[src/rtl/extensor_pkg.sv]
// rtl/extensor_pkg.sv - mode encodings and width defaults for the immediate extender
package extensor_pkg;

   localparam int IN_W_DEF  = 16;
   localparam int OUT_W_DEF = 32;

   typedef logic [1:0] modo_t;

   localparam modo_t MODO_SIGN      = 2'b00;
   localparam modo_t MODO_ZERO      = 2'b01;
   localparam modo_t MODO_UPPER     = 2'b10;
   localparam modo_t MODO_SIGN_SHL1 = 2'b11;

endpackage

[src/rtl/extensor_core.sv]
// rtl/extensor_core.sv - combinational immediate extension (sign, zero, upper, sign<<1)
module extensor_core
   import extensor_pkg::*;
#(
   parameter int IN_W  = IN_W_DEF,
   parameter int OUT_W = OUT_W_DEF
) (
   input  logic [1:0]       modo,
   input  logic [IN_W-1:0]  sinal16,
   output logic [OUT_W-1:0] valor
);

   logic [OUT_W-1:0] sext;

   // Select the extension selected by modo; sign<<1 drops the top bit of the sign-extended value
   always_comb begin
      sext  = {{(OUT_W-IN_W){sinal16[IN_W-1]}}, sinal16};
      valor = '0;
      case (modo_t'(modo))
         MODO_SIGN:      valor = sext;
         MODO_ZERO:      valor = {{(OUT_W-IN_W){1'b0}}, sinal16};
         MODO_UPPER:     valor = {sinal16, {(OUT_W-IN_W){1'b0}}};
         MODO_SIGN_SHL1: valor = {sext[OUT_W-2:0], 1'b0};
         default:        valor = '0;
      endcase
   end

endmodule

[src/rtl/extensor_16_32_reg.sv]
// rtl/extensor_16_32_reg.sv - registered 16-to-32 immediate extender; EXTENSOR_PIPE2_EN adds a second stage
module extensor_16_32_reg
   import extensor_pkg::*;
#(
   parameter int IN_W  = IN_W_DEF,
   parameter int OUT_W = OUT_W_DEF
) (
   input  logic             clock,
   input  logic             reset_n,
   input  logic             valid_in,
   input  logic [1:0]       modo,
   input  logic [IN_W-1:0]  sinal16,
   output logic [OUT_W-1:0] sinal32,
   output logic             valid_out
);

   logic [OUT_W-1:0] valor;

   logic [OUT_W-1:0] s1_data_d, s1_data_q;
   logic             s1_valid_d, s1_valid_q;

   extensor_core #(.IN_W(IN_W), .OUT_W(OUT_W)) u_core (
      .modo    (modo),
      .sinal16 (sinal16),
      .valor   (valor)
   );

   // Stage 1 next state: capture only on valid_in so X on idle inputs never reaches the register
   always_comb begin
      s1_valid_d = valid_in;
      s1_data_d  = valid_in ? valor : s1_data_q;
   end

   // Stage 1 register
   always_ff @(posedge clock or negedge reset_n) begin
      if (!reset_n) begin
         s1_data_q  <= '0;
         s1_valid_q <= 1'b0;
      end else begin
         s1_data_q  <= s1_data_d;
         s1_valid_q <= s1_valid_d;
      end
   end

`ifdef EXTENSOR_PIPE2_EN
   logic [OUT_W-1:0] s2_data_d, s2_data_q;
   logic             s2_valid_d, s2_valid_q;

   // Stage 2 next state: forward fresh results, hold data across bubbles
   always_comb begin
      s2_valid_d = s1_valid_q;
      s2_data_d  = s1_valid_q ? s1_data_q : s2_data_q;
   end

   // Stage 2 register
   always_ff @(posedge clock or negedge reset_n) begin
      if (!reset_n) begin
         s2_data_q  <= '0;
         s2_valid_q <= 1'b0;
      end else begin
         s2_data_q  <= s2_data_d;
         s2_valid_q <= s2_valid_d;
      end
   end

   assign sinal32   = s2_data_q;
   assign valid_out = s2_valid_q;
`else
   assign sinal32   = s1_data_q;
   assign valid_out = s1_valid_q;
`endif

endmodule

[config.mk]
export PLATFORM = sky130hd
export DESIGN_NAME = extensor_16_32_reg
export DESIGN_NICKNAME = d
export VERILOG_FILES = /design/src/rtl/extensor_pkg.sv /design/src/rtl/extensor_core.sv /design/src/rtl/extensor_16_32_reg.sv
export SDC_FILE = /design/constraint.sdc
export NUM_CORES = 1
export LEC_CHECK = 0
export CAP_MARGIN = 20
export CELL_PAD_IN_SITES_DETAIL_PLACEMENT = 0
export CELL_PAD_IN_SITES_GLOBAL_PLACEMENT = 1
export CORE_MARGIN = 2
export CORE_UTILIZATION = 30
export CTS_CLUSTER_DIAMETER = 40
export DETAILED_ROUTE_END_ITERATION = 7
export PLACE_DENSITY_LB_ADDON = 0.1
export SLEW_MARGIN = 20
export SYNTH_ARGS = -nofsm -noshare
export SYNTH_HDL_FRONTEND = slang
export SYNTH_SLANG_ARGS = --single-unit
[constraint.sdc]
create_clock -name clock -period 0.8 [get_ports clock]
set_clock_uncertainty 0.05 [all_clocks]
set_input_delay 0.16 -clock clock [delete_from_list [all_inputs] [get_ports clock]]
set_output_delay 0.16 -clock clock [all_outputs]
set_load 0.02 [all_outputs]
### After elaboration in Yosys (flattened, before gate mapping)

Index checks and enable logic that the tools add are counted.

* bitwise operators: 0
* reduce and logical (&&, ||, !) cells: 1
* $mul: 0
* add/subtract/negate cells: 0
* equality and inequality tests: 3
* divide/modulo/power cells: 0
* $lt $le $gt $ge: 0
* mux-type cells: 1
* shifts and indexed selects: 0

Operators with widths (number)
* case mux 32 bit (4 select lines): 1
* == test 2 bit (second input constant): 2
* == test 2 x 1 -> 1 bit (second input constant): 1
* zero test 2 bit: 1

* RAM bits: 0
* word-level logic and storage cells: 7
* input port bits: 21
* flip-flop bits (word level): 33
* bits in latches: 0
* memories: 0
* bits in read-only memories: 0

### Depth between registers and ports, before layout

* word-level depth: 2
* depth in mapped cells: 5
* mapped depth without buffers: 3

### By module

Synthesis repeated with hierarchy kept, for this count alone.

* cell total of the unflattened synthesis: 128
* area, all modules: 1825.5 um^2

Modules (own cells, without submodules)
* extensor_16_32_reg: cells each 69, sequential area each 825.8 um^2, area each 1370.1 um^2, instances 1
* extensor_core: cells each 59, sequential area each 0.0 um^2, area each 455.4 um^2, instances 1

### Worst setup path after synthesis

OpenSTA, ideal clock, no wires.

* kind: input to register
* start point: input valid_in
* end point: register s1_data_q[22] (netlist: sinal32[22])
* stages on the path: 3
* library setup time: 0.148 ns
* path slack: -0.187 ns
* data arrival time: 0.789 ns
* path through: buf_2 -> buf_1 -> a31oi_2

RTL lines
* start: declaration: RTL line extensor_16_32_reg.sv:10 `input logic valid_in,`
* end signal: assignment: RTL line extensor_16_32_reg.sv:40 `s1_data_q <= s1_data_d;`
* end: declaration: RTL line extensor_16_32_reg.sv:19 `logic [OUT_W-1:0] s1_data_d, s1_data_q;`

No word-level cell between the ends.

### Final worst setup path

* start point: register s1_data_q[25] (netlist: sinal32[25])
* end point: output sinal32[25]

RTL lines
* end: declaration: RTL line extensor_16_32_reg.sv:13 `output logic [OUT_W-1:0] sinal32,`

No word-level cell between the ends.

==> impl_results.md <==
- Switching Share: approximately 30%
- First-pass GRT wire length: 7270 um
- Critical Path RT: 0.59 ns
- Total grt overflow: 0
- Slew Limit Headroom: just under 90%
- DRC viols: 0
- Dpl cells: between 200 and 300
- CP Buf/Inv Count: 1
- Clk pwr share: 25.9%
- GRT Util Overall: approximately 16%
- Initial drt markers: 69
- CTS tree: yes
- Net Count, Synth: between 150 and 200
- Share of power burned in registers: about two fifths
- Combinational share of power: about a third
- Commonest non-fill, non-tap cells in the layout: buf_6 (48), dfrtp_1 (33), buf_4 (20), a21oi_1 (19), nor2_1 (17)
- Hold WS: 0.190 ns
- Post-synth cell types: 21
- Via count: between 1k and 1.5k
- Slew @ Worst Pin: 0.189 ns
- H-tree Lvls: 2
- Sequential area share after synthesis: between 50% and 60%
- Period minus WS final: 1.04 ns
- Fin. Hold Viols: 0
- Met3 wire len: approximately 210 um
- Worst hold path class: input pin to async pin
- Commonest non-fill, non-tap cell in the layout: buf_6
- Area of the mapped netlist: roughly 1600 sq um
- Avg Vias per Cell: ~4.5
- Critical Path AT: 0.83 ns
- Clk sinks: 33
- Synth warn: 0
- Antenna viol nets, final: 0
- Peak VDD IR: 756 uV
- Port bufs: 53
- #FFs+latches synth: 33
- Final setup fails: between 40 and 50
- DRT Pass-1 Iters: 4
- Max-cap violations: 0
- Failing checks: setup timing
- Fill count: ~470
- Internal: 3.36 mW
- Initial antenna violation count: 0
- DR top layer: met4
- Layout cells sized above 1: between 50% and 60%
- Total core area: about 5000 sq um
- Slowest cell on crit path: dfrtp_1
- Syn avg cell area: roughly 9.6 sq um
- Setup ws final: -0.242 ns
- PD cells: around 1700 nW/um^2
- GP Congestion: between 0.7 and 0.8
- Crit path kind: flip-flop to primary output
- Max Slew Vio Count: 0
- Crit-path max cell delay: 0.41 ns
- Largest net degree at the start of global routing: 36
- Area grow syn2layout: 78.2%
- Post-CTS Hold Fix Bufs: 0
- Starting Density: about 31%
- Clock buffer depth: 2
- Total net switching power: between 1 and 1.5 mW
- Clk slew on worst S/H paths: ~0.060 ns
- Metal2 WL: 2080 um
- Cells along the critical path: buf_6
- CTS root buf: clkbuf_8
- Height of the die: between 70 and 80 um
- Critical path launch point type: flip-flop
- Cell family with most CP delay: flip-flops
- Vias in the first global route: around 1.4k
- Reg2reg setup slack: -0.12 ns
- Number of CTS-inserted buffers: 5
- DRT Wirelength: 4400 um
- Max FO, Critical Path: 2
- Tcrit/Tclk final: 130%
- Setup_tns: -7.66 ns
- Total Power: about 4.8 mW
- Core Rows: 26
- Later-pin clock latency in the skew report: between 0.2 and 0.3 ns
- Gate Count Post-Synth: between 150 and 200
- Highest clock rate: 960 MHz
- Finished Layout Cells: around 320
- Die area: 5770 sq um
- Final #Nets: between 200 and 300
- Static Leak: ~1.2 nW
- Status: finished, violations left
- Unrepaired setup endpoints after global routing: true
- Wire length per cell: about 14 um
- Diodes inserted: 0
- Worst Setup End Kind: primary output
- Die Width: 75.9 um
- IO Count: 54
- DRT met1 WL: 2030 um
- Dpl hpwl: between 3000 and 4000 um
[stage by stage]
stage / worst slack [ns] / util [%] / instance area (sq um)
detailed placement: -0.702 / 46.5 / 2340
global route: -0.270 / 54.9 / 2770
floorplan: -0.176 / - / 1610
global placement: -0.652 / 46.5 / 2340
CTS: -0.262 / 53.5 / 2700
finish: -0.242 / 54.9 / 2770
[layer usage]
metal | vias to the layer above | global-route usage (%)
li1 | 715 | -
met1 | 658 | 20.6
met2 | 42 | 25.9
met3 | 7 | 4.05
met4 | 0 | 5.64
met5 | - | 0
[cell families after synthesis]
family / count (synthesis) / share of synthesized area [%]
simple gates: 66 / 21.2
compound gates: 47 / 20.4
flops: 33 / 53.2
buf+inv: 15 / 5.24
[registers in the layout, summed over array words and instances (netlist names)]
| name | cells |
|---|---|
| valid_out | 1 |
| sinal32 | 32 |
[cell usage after synthesis]
master    instances  area [sq um]
nand3b_4          1          20.0
and2_1            1          6.26
a31oi_2          10           125
nor2b_1           9          56.3
nand2_1          15          56.3
o21ai_0           2          10.0
inv_1             2          7.51
a21oi_1          30           150
buf_1             3          11.3
clkbuf_1          4          15.0
and2b_1           6          45.0
nand3b_1          1          7.51
nor2_1           30           113
a31oi_1           5          31.3
buf_4             2          15.0
nand3_1           1          5.00
buf_6             2          22.5
nand2b_1          1          6.26
buf_2             2          10.0
dfrtp_1          33           826
nor2b_4           1          13.8
[worst paths after layout]
| path | startpoint | endpoint | cells after the start |
|---|---|---|---|
| min | reset_n | valid_out | 2 |
| min reg2reg | sinal32[10] | sinal32[10] | 2 |
| min in group clock | sinal16[15] | sinal32[31] | 3 |
| max in group asynchronous | reset_n | sinal32[9] | 2 |
| max | sinal32[25] | sinal32[25] | 1 |
| max reg2reg | sinal32[18] | sinal32[18] | 4 |
[power groups by stage]
stage | Combinational, mW | Sequential [mW] | Clock (mW)
global route | 1.67 | 2.01 | 1.37
CTS | 1.50 | 1.99 | 1.28
global placement | 1.26 | 1.96 | 0
floorplan | 0.384 | 2.18 | 0
detailed placement | 1.28 | 1.97 | 0
finish | 1.56 | 1.99 | 1.24
[repair_timing]
| item | in CTS | in global routing |
|---|---|---|
| hold endpoints to repair | 0 | 0 |
| pin swaps | 2 | 8 |
| gates resized for setup | 259 | 22 |
| endpoints found under the setup margin | 65 | 52 |
| setup buffers | 12 | 10 |
| cloned | 2 | 0 |
[area by class of cell]
| cell class | count | area [sq um] | area share [%] |
|---|---|---|---|
| inverter | 2 | 7.51 | 0.271 |
| clock buffer | 7 | 86.3 | 3.12 |
| tap | 70 | 87.6 | 3.16 |
| multi-input combinational | 114 | 828 | 29.9 |
| sequential | 33 | 826 | 29.8 |
| timing repair buffer | 92 | 932 | 33.7 |
Note: power is estimated with default switching activity, not from simulation.
